[config.mk]
export PLATFORM = sky130hd
export DESIGN_NAME = johnson_seq_ctrl
export DESIGN_NICKNAME = d
export VERILOG_FILES = /design/src/rtl/johnson_seq_ctrl.sv
export SDC_FILE = /design/constraint.sdc
export NUM_CORES = 1
export LEC_CHECK = 0
export ABC_AREA = 1
export CELL_PAD_IN_SITES_DETAIL_PLACEMENT = 0
export CELL_PAD_IN_SITES_GLOBAL_PLACEMENT = 1
export CORE_MARGIN = 2
export CORE_UTILIZATION = 33
export CTS_CLUSTER_DIAMETER = 50
export DETAILED_ROUTE_END_ITERATION = 8
export PLACE_DENSITY_LB_ADDON = 0.1
export SYNTH_ARGS = -nofsm -noshare
export SYNTH_HDL_FRONTEND = slang
export SYNTH_SLANG_ARGS = --single-unit
[constraint.sdc]
create_clock -name clk -period 1.3 [get_ports clk]
set_input_delay 0.13 -clock clk [delete_from_list [all_inputs] [get_ports clk]]
set_output_delay 0.13 -clock clk [all_outputs]
set_load 0.01 [all_outputs]
[src/rtl/johnson_seq_ctrl.sv]
// rtl/johnson_seq_ctrl.sv - run/pause/step controller for a WIDTH-bit LED Johnson counter
// Optional feature macro: JSC_BOUNCE_EN (ping-pong direction instead of wrap-around).
module johnson_seq_ctrl #(
    parameter int WIDTH = 4,
    parameter int DIV   = 3,
    parameter int PW    = $clog2(2 * WIDTH)
) (
    input  logic             clk,
    input  logic             reset,
    input  logic             clear,
    input  logic             start,
    input  logic             stop,
    input  logic             step,
    input  logic             dir,
    output logic [WIDTH-1:0] leds,
    output logic [PW-1:0]    phase,
    output logic             running,
    output logic             wrap
);

    localparam int PSW = (DIV > 1) ? $clog2(DIV) : 1;
    localparam logic [PW-1:0]  LAST   = PW'(2 * WIDTH - 1);
    localparam logic [PSW-1:0] PS_TOP = PSW'(DIV - 1);

    typedef enum logic [1:0] {
        ST_IDLE,
        ST_RUN,
        ST_PAUSE
    } state_t;

    state_t           state_q, state_d;
    logic [WIDTH-1:0] q_q, q_d;
    logic [PW-1:0]    phase_q, phase_d;
    logic [PSW-1:0]   presc_q, presc_d;
    logic             wrap_q, wrap_d;
    logic             running_q, running_d;
    logic             do_step;
    logic             step_dir;
`ifdef JSC_BOUNCE_EN
    logic             dir_q, dir_d;
`endif

    always_comb begin
        state_d  = state_q;
        q_d      = q_q;
        phase_d  = phase_q;
        presc_d  = presc_q;
        wrap_d   = 1'b0;
        do_step  = 1'b0;
`ifdef JSC_BOUNCE_EN
        dir_d    = dir_q;
        step_dir = dir_q;
`else
        step_dir = dir;
`endif

        if (clear) begin
            state_d = ST_IDLE;
            q_d     = '0;
            phase_d = '0;
            presc_d = '0;
`ifdef JSC_BOUNCE_EN
            dir_d   = 1'b0;
`endif
        end else begin
            // stop outranks start and step in every state, even where stop itself does nothing
            case (state_q)
                ST_IDLE: begin
                    if (!stop) begin
                        if (start) begin
                            state_d = ST_RUN;
                            presc_d = '0;
`ifdef JSC_BOUNCE_EN
                            dir_d   = dir;
`endif
                        end else if (step) begin
                            do_step = 1'b1;
`ifdef JSC_BOUNCE_EN
                            dir_d    = dir;
                            step_dir = dir;
`endif
                        end
                    end
                end
                ST_RUN: begin
                    if (stop) begin
                        state_d = ST_PAUSE;
                    end else if (presc_q == PS_TOP) begin
                        do_step = 1'b1;
                        presc_d = '0;
                    end else begin
                        presc_d = presc_q + PSW'(1);
                    end
                end
                ST_PAUSE: begin
                    if (!stop) begin
                        if (start) begin
                            state_d = ST_RUN;
                            presc_d = '0;
                        end else if (step) begin
                            do_step = 1'b1;
                        end
                    end
                end
                default: state_d = ST_IDLE;
            endcase

            if (do_step) begin
`ifdef JSC_BOUNCE_EN
                // Never step past an end in ping-pong mode; turn around instead.
                if (!step_dir && phase_q == LAST) begin
                    step_dir = 1'b1;
                end else if (step_dir && phase_q == '0) begin
                    step_dir = 1'b0;
                end
`endif
                if (!step_dir) begin
                    q_d     = {q_q[WIDTH-2:0], ~q_q[WIDTH-1]};
                    phase_d = (phase_q == LAST) ? '0 : phase_q + PW'(1);
                end else begin
                    q_d     = {~q_q[0], q_q[WIDTH-1:1]};
                    phase_d = (phase_q == '0) ? LAST : phase_q - PW'(1);
                end
`ifdef JSC_BOUNCE_EN
                if (!step_dir && phase_d == LAST) begin
                    dir_d  = 1'b1;
                    wrap_d = 1'b1;
                end else if (step_dir && phase_d == '0) begin
                    dir_d  = 1'b0;
                    wrap_d = 1'b1;
                end
`else
                wrap_d = step_dir ? (phase_q == '0) : (phase_q == LAST);
`endif
            end
        end

        running_d = (state_d == ST_RUN);
    end

    always_ff @(posedge clk) begin
        if (reset) begin
            state_q   <= ST_IDLE;
            q_q       <= '0;
            phase_q   <= '0;
            presc_q   <= '0;
            wrap_q    <= 1'b0;
            running_q <= 1'b0;
`ifdef JSC_BOUNCE_EN
            dir_q     <= 1'b0;
`endif
        end else begin
            state_q   <= state_d;
            q_q       <= q_d;
            phase_q   <= phase_d;
            presc_q   <= presc_d;
            wrap_q    <= wrap_d;
            running_q <= running_d;
`ifdef JSC_BOUNCE_EN
            dir_q     <= dir_d;
`endif
        end
    end

    assign leds    = q_q;
    assign phase   = phase_q;
    assign running = running_q;
    assign wrap    = wrap_q;

endmodule

==> results of run 1 <==
[state kept, by name, summed over array words and instances (netlist names)]
| register | cells |
|---|---|
| state_q | 2 |
| leds | 4 |
| phase | 3 |
| presc_q | 2 |
| wrap | 1 |
| running | 1 |
[routing by layer]
layer  share of wire, %  wire length, um  global-route usage, %  vias up
li1                   -                -                      -      387
met1                 45              688                   15.6      327
met2                 50              757                   25.3       12
met3                4.3               66                   2.92        2
met4               0.79               12                   6.76        0
met5                  0                0                      0        -
[cell type report]
class | instances | area [um^2] | area share (%)
Multi-Input combinational cell | 80 | 398 | 41.6
Clock buffer | 4 | 26.3 | 2.75
Inverter | 16 | 60.1 | 6.28
Timing Repair Buffer | 19 | 174 | 18.2
Sequential cell | 13 | 263 | 27.5
Tap cell | 28 | 35.0 | 3.66
[cells in the mapped netlist]
| cell type | n |
|---|---|
| a21oi_1 | 4 |
| buf_2 | 1 |
| clkbuf_4 | 1 |
| dfxtp_1 | 13 |
| ha_1 | 4 |
| inv_1 | 15 |
| inv_2 | 1 |
| nand2_1 | 23 |
| nand2_2 | 2 |
| nand2_4 | 1 |
| nand3_1 | 9 |
| nand3_2 | 1 |
| nand4_1 | 1 |
| nor2_1 | 23 |
| nor2_4 | 1 |
| nor3_1 | 3 |
| o21ai_0 | 7 |
| xnor2_1 | 1 |
[worst max path at each step]
stage                          startpoint                      end  slack, ps  depth (start not counted)
finish                    wrap$_SDFF_PP0_                     wrap         70                          1
global route        phase[1]$_SDFFE_PP0P_    phase[0]$_SDFFE_PP0P_          3                          7
CTS                    running$_SDFF_PP0_                  running         20                          1
detailed placement                   stop  presc_q[0]$_SDFFE_PP0P_         10                          7
global placement                     stop  presc_q[0]$_SDFFE_PP0P_          2                          7
floorplan           phase[0]$_SDFFE_PP0P_    phase[1]$_SDFFE_PP0P_        120                          6
[cell usage in the layout (no fill, tap or decap)]
master,n
a21oi_1,4
buf_4,4
clkbuf_1,1
clkbuf_4,3
clkdlybuf4s50_1,7
dfxtp_1,11
dfxtp_2,2
dlygate4sd2_1,7
dlymetal6s2s_1,1
ha_1,4
inv_1,15
inv_2,1
nand2_1,23
nand2_2,2
nand2_4,1
nand3_1,9
nand3_2,1
nand4_1,1
nor2_1,23
nor2_4,1
nor3_1,3
o21ai_0,7
xnor2_1,1
[logic make-up (layout without fill, tap and decap cells)]
| family | count (synthesis) | in the layout |
|---|---|---|
| buffers and inverters | 18 | 39 |
| DFF | 13 | 13 |
| xor gates and xnor gates | 1 | 1 |
| and+or+nand+nor | 64 | 64 |
| AOI/OAI and AO/OA | 11 | 11 |
| adders and majority gates | 4 | 4 |
[timing repair]
item | 4_1_cts | 5_1_grt
gates resized for setup | 8 | 2
setup endpoints to repair | 7 | 3
pin swaps | 0 | 0
cloned | 0 | 0
[per-stage QoR]
stage | instance area (um^2) | utilization, %
2_1_floorplan | 731 | -
3_3_place_gp | 933 | 43.4
3_5_place_dp | 933 | 43.4
4_1_cts | 952 | 44.3
5_1_grt | 956 | 44.5
6_report | 956 | 44.5
[power by group through the flow]
| stage | logic [uW] | registers [uW] | clock network [uW] |
|---|---|---|---|
| after floorplan | 70.5 | 427 | 0 |
| after global placement | 127 | 425 | 0 |
| after detailed placement | 126 | 425 | 0 |
| after CTS | 124 | 416 | 268 |
| after global routing | 140 | 418 | 290 |
| final | 122 | 416 | 256 |
==> flow_summary.toml, run 1 <==
[status]
outcome = "finished clean"

[clock_network]
clk_pin_slew_ps = 80
numCtsBuffers = 3
cts_max_path_buffers = 2
clock_latency_ps = 270
htree_levels = 1
post-cts-setup-buffer-count = 0
root_buffer = "clkbuf_4"
cts_tree = "done"
ctsHoldBuffers = 0
clock-sinks = 13

[drt]
dr.pass1.iters = 3
drc = 0
drtIter0Drc = 9
wl_um = 1530
vias = 728
final_antenna_net_count = 0
vias_per_cell = 4.55
wl_per_cell_um = 9.53

[power_and_ir_drop]
powerDensity_nw_per_um2 = 830
switching_share_pct = 26.5
total_power_uw = 793
pwr-share-clk_pct = 32.2
p_int_uw = 583
power_switching_uw = 210
p_leak_uw = 0.000489
power_frac_comb_pct = 15.3
p_seq_share_pct = 52.4
peakVddDrop_v = 0.000517

[timing]
max_freq_ghz = 0.811
post-route-min-period_ps = 1230
maxSlewHeadroom_pct = 85.0
hold_violations = 0
setup_ws_ps = 66.9
rsz0062_at_grt = "false"
finalClockSkew_ps = 1.44
final.period_utilization_pct = 94.9
hold_slack_ps = 457
finalMaxSlewViolations = 0
worst_pin_slew_ps = 225
setup_viol = 0
setup_tns_ps = 0

[synth]
yosys.area.top_type_share_pct = 35.6
synth_cells = 111
synth_top_family_by_area = "simple AND/OR/NAND/NOR gates"
yosys.area.top_type = "dfxtp_1"
synth-compound-area-share_pct = 7.53
yosys_warnings = 0
muxShareOfSynthArea_pct = 0
synth_simple_gate_area_share_pct = 38.9
synth_area_leaders = "dfxtp_1 36%, nand2_1 12%, nor2_1 12%"
synth-xor-area-share_pct = 1.20
syn-num-nets = 122
syn_area_per_cell_um2 = 6.58
syn-cell-area_um2 = 731
yosysSeqAreaShare_pct = 35.6
synth_fa_ha_area_share_pct = 6.85
ys_ff_latch = 13
yosysUniqueCellTypes = 18

[placement]
dp_worst_setup_slack_ps = 9.77
port_buffers = 15
place_inst = 156
gp_congestion = 0.738
dp_hpwl_um = 1200

[setup_path]
critical-path-top-delay-family = "buffers and inverters"
arrival_ps = 1100
path_class = "flop to primary output"
cp-start-kind = "flop"
critical_path.cell_chain = "clkdlybuf4s50_1"
cpMaxStageDelayCell = "clkdlybuf4s50_1"
cp_num_buf_inv = 1
end_kind = "primary output"
r2r-end = "phase[1]$_SDFFE_PP0P_"
crit_fanout = 1
worst_r2r_path_depth = 6
r2r_slack_ps = 120
required_ps = 1170
regToRegStartpoint = "phase[0]$_SDFFE_PP0P_"
crit_path_max_incr_delay_ps = 520

[floorplanning]
io_pins = 16
start_util_pct = 34.0
chipHeight_um = 51.1
rows = 17
die_width_um = 51.1
core_area_um2 = 2150
dieArea_um2 = 2610

[hold_path]
min_to = "running$_SDFF_PP0_"
hp-class = "input port to flop"
hold_start = "reset"
worstHoldPathCells = 2

[global_routing]
antenna_found_initial = 0
grt_usage_pct = 14.1
overflow = 0
grt_start_max_net_pins = 12
grt_pass1_vias = 626
grt_pass1_wl_um = 2710

[finish]
diodes = 0
syn_to_final_growth_pct = 30.8
instances_no_fill = 160
layout-drive-gt1-share_pct = 11.4
fillers = 246
nNetsFinal = 144

[run]
maxCapViolCount = 0
Power figures use the tool's default switching activity.
==> run 2, diff against run 1 <==
- ABC_AREA: 1 -> 0
- CORE_UTILIZATION: 33 -> 35
==> run 2 against run 1 <==
Non-clock buffer count up 4. Global-route usage up 0.15 points. Utilization up 8.8 points. Hold slack better by 29 ps. First-iteration DRC count down 67%. Total power down 3.1%. Register-to-register slack worse by 30 ps. Synthesized cell count down 32%. Cell count down 22%. Combinational power down 6%. Critical path type unchanged. Critical endpoint unchanged. Largest cell class unchanged. Largest power group unchanged.
==> flow_summary.toml, run 2 <==
[status]
outcome = "finished clean"

[synth]
synth_cells = 75
synth_top_family_by_area = "simple AND/OR/NAND/NOR gates"
ys_ff_latch = 13
yosys.area.top_type = "dfxtp_1"
async_flop_share_pct = 0
syn-cell-area_um2 = 678
ys.flop_type = "dfxtp_1"
synth-xor-area-share_pct = 1.29
yosys_warnings = 0
syn_area_per_cell_um2 = 9.04
synth_simple_gate_area_share_pct = 21.2
yosys.area.top_type_share_pct = 38.4
synth_fa_ha_area_share_pct = 7.38
syn-num-nets = 86
muxShareOfSynthArea_pct = 5.90
synth-edff-count = 0
yosysSeqAreaShare_pct = 38.4
synth_area_leaders = "dfxtp_1 38%, a211oi_2 7.4%, ha_1 7.4%"
synthTopCellsByCount = "13 x dfxtp_1, 13 x nor2_1, 7 x nand2_1"
yosysUniqueCellTypes = 26
synth-compound-area-share_pct = 20.7

[clock_network]
post-cts-setup-buffer-count = 0
clock_latency_ps = 270
cts_max_path_buffers = 2
clock-sinks = 13
clk_pin_slew_ps = 70
cts_tree = "done"
root_buffer = "clkbuf_4"
htree_levels = 1
numCtsBuffers = 3
ctsHoldBuffers = 0

[setup_path]
critPathLaunch = "wrap$_SDFF_PP0_"
cpMaxStageDelayCell = "clkdlybuf4s50_1"
path_class = "flop to primary output"
worst_r2r_path_depth = 6
cp.depth = 1
crit_path_max_incr_delay_ps = 520
cp_num_buf_inv = 1
required_ps = 1170
crit_fanout = 1
end_kind = "primary output"
critical-path-top-delay-family = "buffers and inverters"
r2r_slack_ps = 90
worstSetupEndpoint = "wrap"
regToRegStartpoint = "phase[1]$_SDFFE_PP0P_"
arrival_ps = 1100
critical_path.cell_chain = "clkdlybuf4s50_1"
cp-start-kind = "flop"
r2r-end = "phase[0]$_SDFFE_PP0P_"

[placement]
gp_congestion = 0.709
place_inst = 120
dp_hpwl_um = 989
port_buffers = 15
dp_worst_setup_slack_ps = -204
placement.cell_area_um2 = 896

[timing]
finalMaxSlewViolations = 0
setup_ws_ps = 71.4
max_freq_ghz = 0.814
hold_violations = 0
final.period_utilization_pct = 94.5
maxSlewHeadroom_pct = 74.1
setup_viol = 0
hold_slack_ps = 486
worst_pin_slew_ps = 383
rsz0062_at_grt = "true"
finalClockSkew_ps = 1.53
post-route-min-period_ps = 1230

[global_routing]
grt_start_max_net_pins = 15
overflow = 0
antenna_found_initial = 0
grt_pass1_wl_um = 2260
grt_pass1_vias = 543
grt_usage_pct = 14.2

[finish]
diodes = 0
instances_no_fill = 125
final_common_cell = "nor2_1"
fin_area_um2 = 950
nNetsFinal = 112
mostFrequentLayoutCells = "13 x nor2_1, 8 x clkdlybuf4s50_1, 8 x dfxtp_1, 8 x buf_4"
layout-drive-gt1-share_pct = 30.0
syn_to_final_growth_pct = 40.0
largest_reg_flops = 4

[run]
maxCapViolCount = 0

[drt]
drtIter0Drc = 3
wl_per_cell_um = 11.0
final_antenna_net_count = 0
dr.pass1.iters = 2
vias = 608
drc = 0
vias_per_cell = 4.86
wl_um = 1370

[floorplanning]
die_width_um = 48.0
dieArea_um2 = 2310
io_pins = 16
core_area_um2 = 1780
start_util_pct = 38.0
rows = 15
chipHeight_um = 48.0

[power_and_ir_drop]
powerDensity_nw_per_um2 = 809
p_leak_uw = 0.000380
peakVddDrop_v = 0.000816

[hold_path]
hp-class = "flop to flop"
## run 2: changes by cell type in the layout (fill, tap and decap cells not counted), sizes merged, moves of 3 or more
cell    change
nand2      -19
inv        -13
nor2       -11
nand3       -8
a211oi      +4
buf         +4
mux2i       +4
o21ai       -3
## run 2: cells by family (layout without fill, tap and decap cells)
| group | Yosys count | in the layout |
|---|---|---|
| buffers and inverters | 6 | 30 |
| DFF | 13 | 13 |
| xor gates and xnor gates | 1 | 1 |
| muxes | 4 | 4 |
| AOI/OAI and AO/OA | 17 | 18 |
| adders and majority gates | 4 | 4 |
| and+or+nand+nor | 30 | 30 |
## run 2: worst min-delay path by stage
stage,cells after the start,slack (ps),from,to
4_1_cts,2,510,leds[3]$_SDFFE_PP0P_,leds[3]$_SDFFE_PP0P_
5_1_grt,2,520,state_q[1]$_SDFF_PP0_,state_q[1]$_SDFF_PP0_
2_1_floorplan,2,280,start,running$_SDFF_PP0_
3_5_place_dp,2,490,leds[3]$_SDFFE_PP0P_,leds[3]$_SDFFE_PP0P_
3_3_place_gp,2,500,state_q[1]$_SDFF_PP0_,state_q[1]$_SDFF_PP0_
6_report,2,490,state_q[1]$_SDFF_PP0_,state_q[1]$_SDFF_PP0_
## run 2: per-layer routing
| layer | vias up | track usage (%) | wire, um |
|---|---|---|---|
| met3 | 2 | 6.79 | 63 |
| li1 | 320 | - | - |
| met1 | 272 | 18.7 | 674 |
| met4 | 0 | 3.24 | 8 |
| met5 | - | 0 | 0 |
| met2 | 14 | 21.1 | 624 |
## run 2: per-stage QoR
step | power [uW] | util [%] | setup TNS (ps)
floorplan | 482 | - | 0
global placement | 533 | 50.2 | -1100
detailed placement | 533 | 50.2 | -1250
CTS | 781 | 51.4 | 0
global route | 822 | 53.3 | -38.0
finish | 769 | 53.3 | 0
## run 2: power by group
part / internal (uW) / total (uW) / leakage [uW] / switching (uW)
registers: 405 / 412 / 0.000108 / 6.79
clock network: 119 / 242 / 0.0000150 / 123
logic: 59.5 / 115 / 0.000257 / 55.2
## run 2: repair_timing
item | 4_1_cts | 5_1_grt
cloned | 0 | 1
endpoints found under the setup margin | 7 | 7
pin swaps | 0 | 2
resized for setup | 9 | 9
## run 2: final cells by class
type | instances | area (um^2)
flip-flops and latches | 13 | 267
clock buffers | 4 | 26.3
well taps | 25 | 31.3
fillers | 178 | 833
inverters | 3 | 11.3
multi-input cells | 57 | 413
repair buffers | 23 | 201
==> run 3, diff against run 2 <==
- HOLD_SLACK_MARGIN: not set -> 0.02
==> results of run 3 <==
Final layout, timing and power as in run 2 (identical DEF).
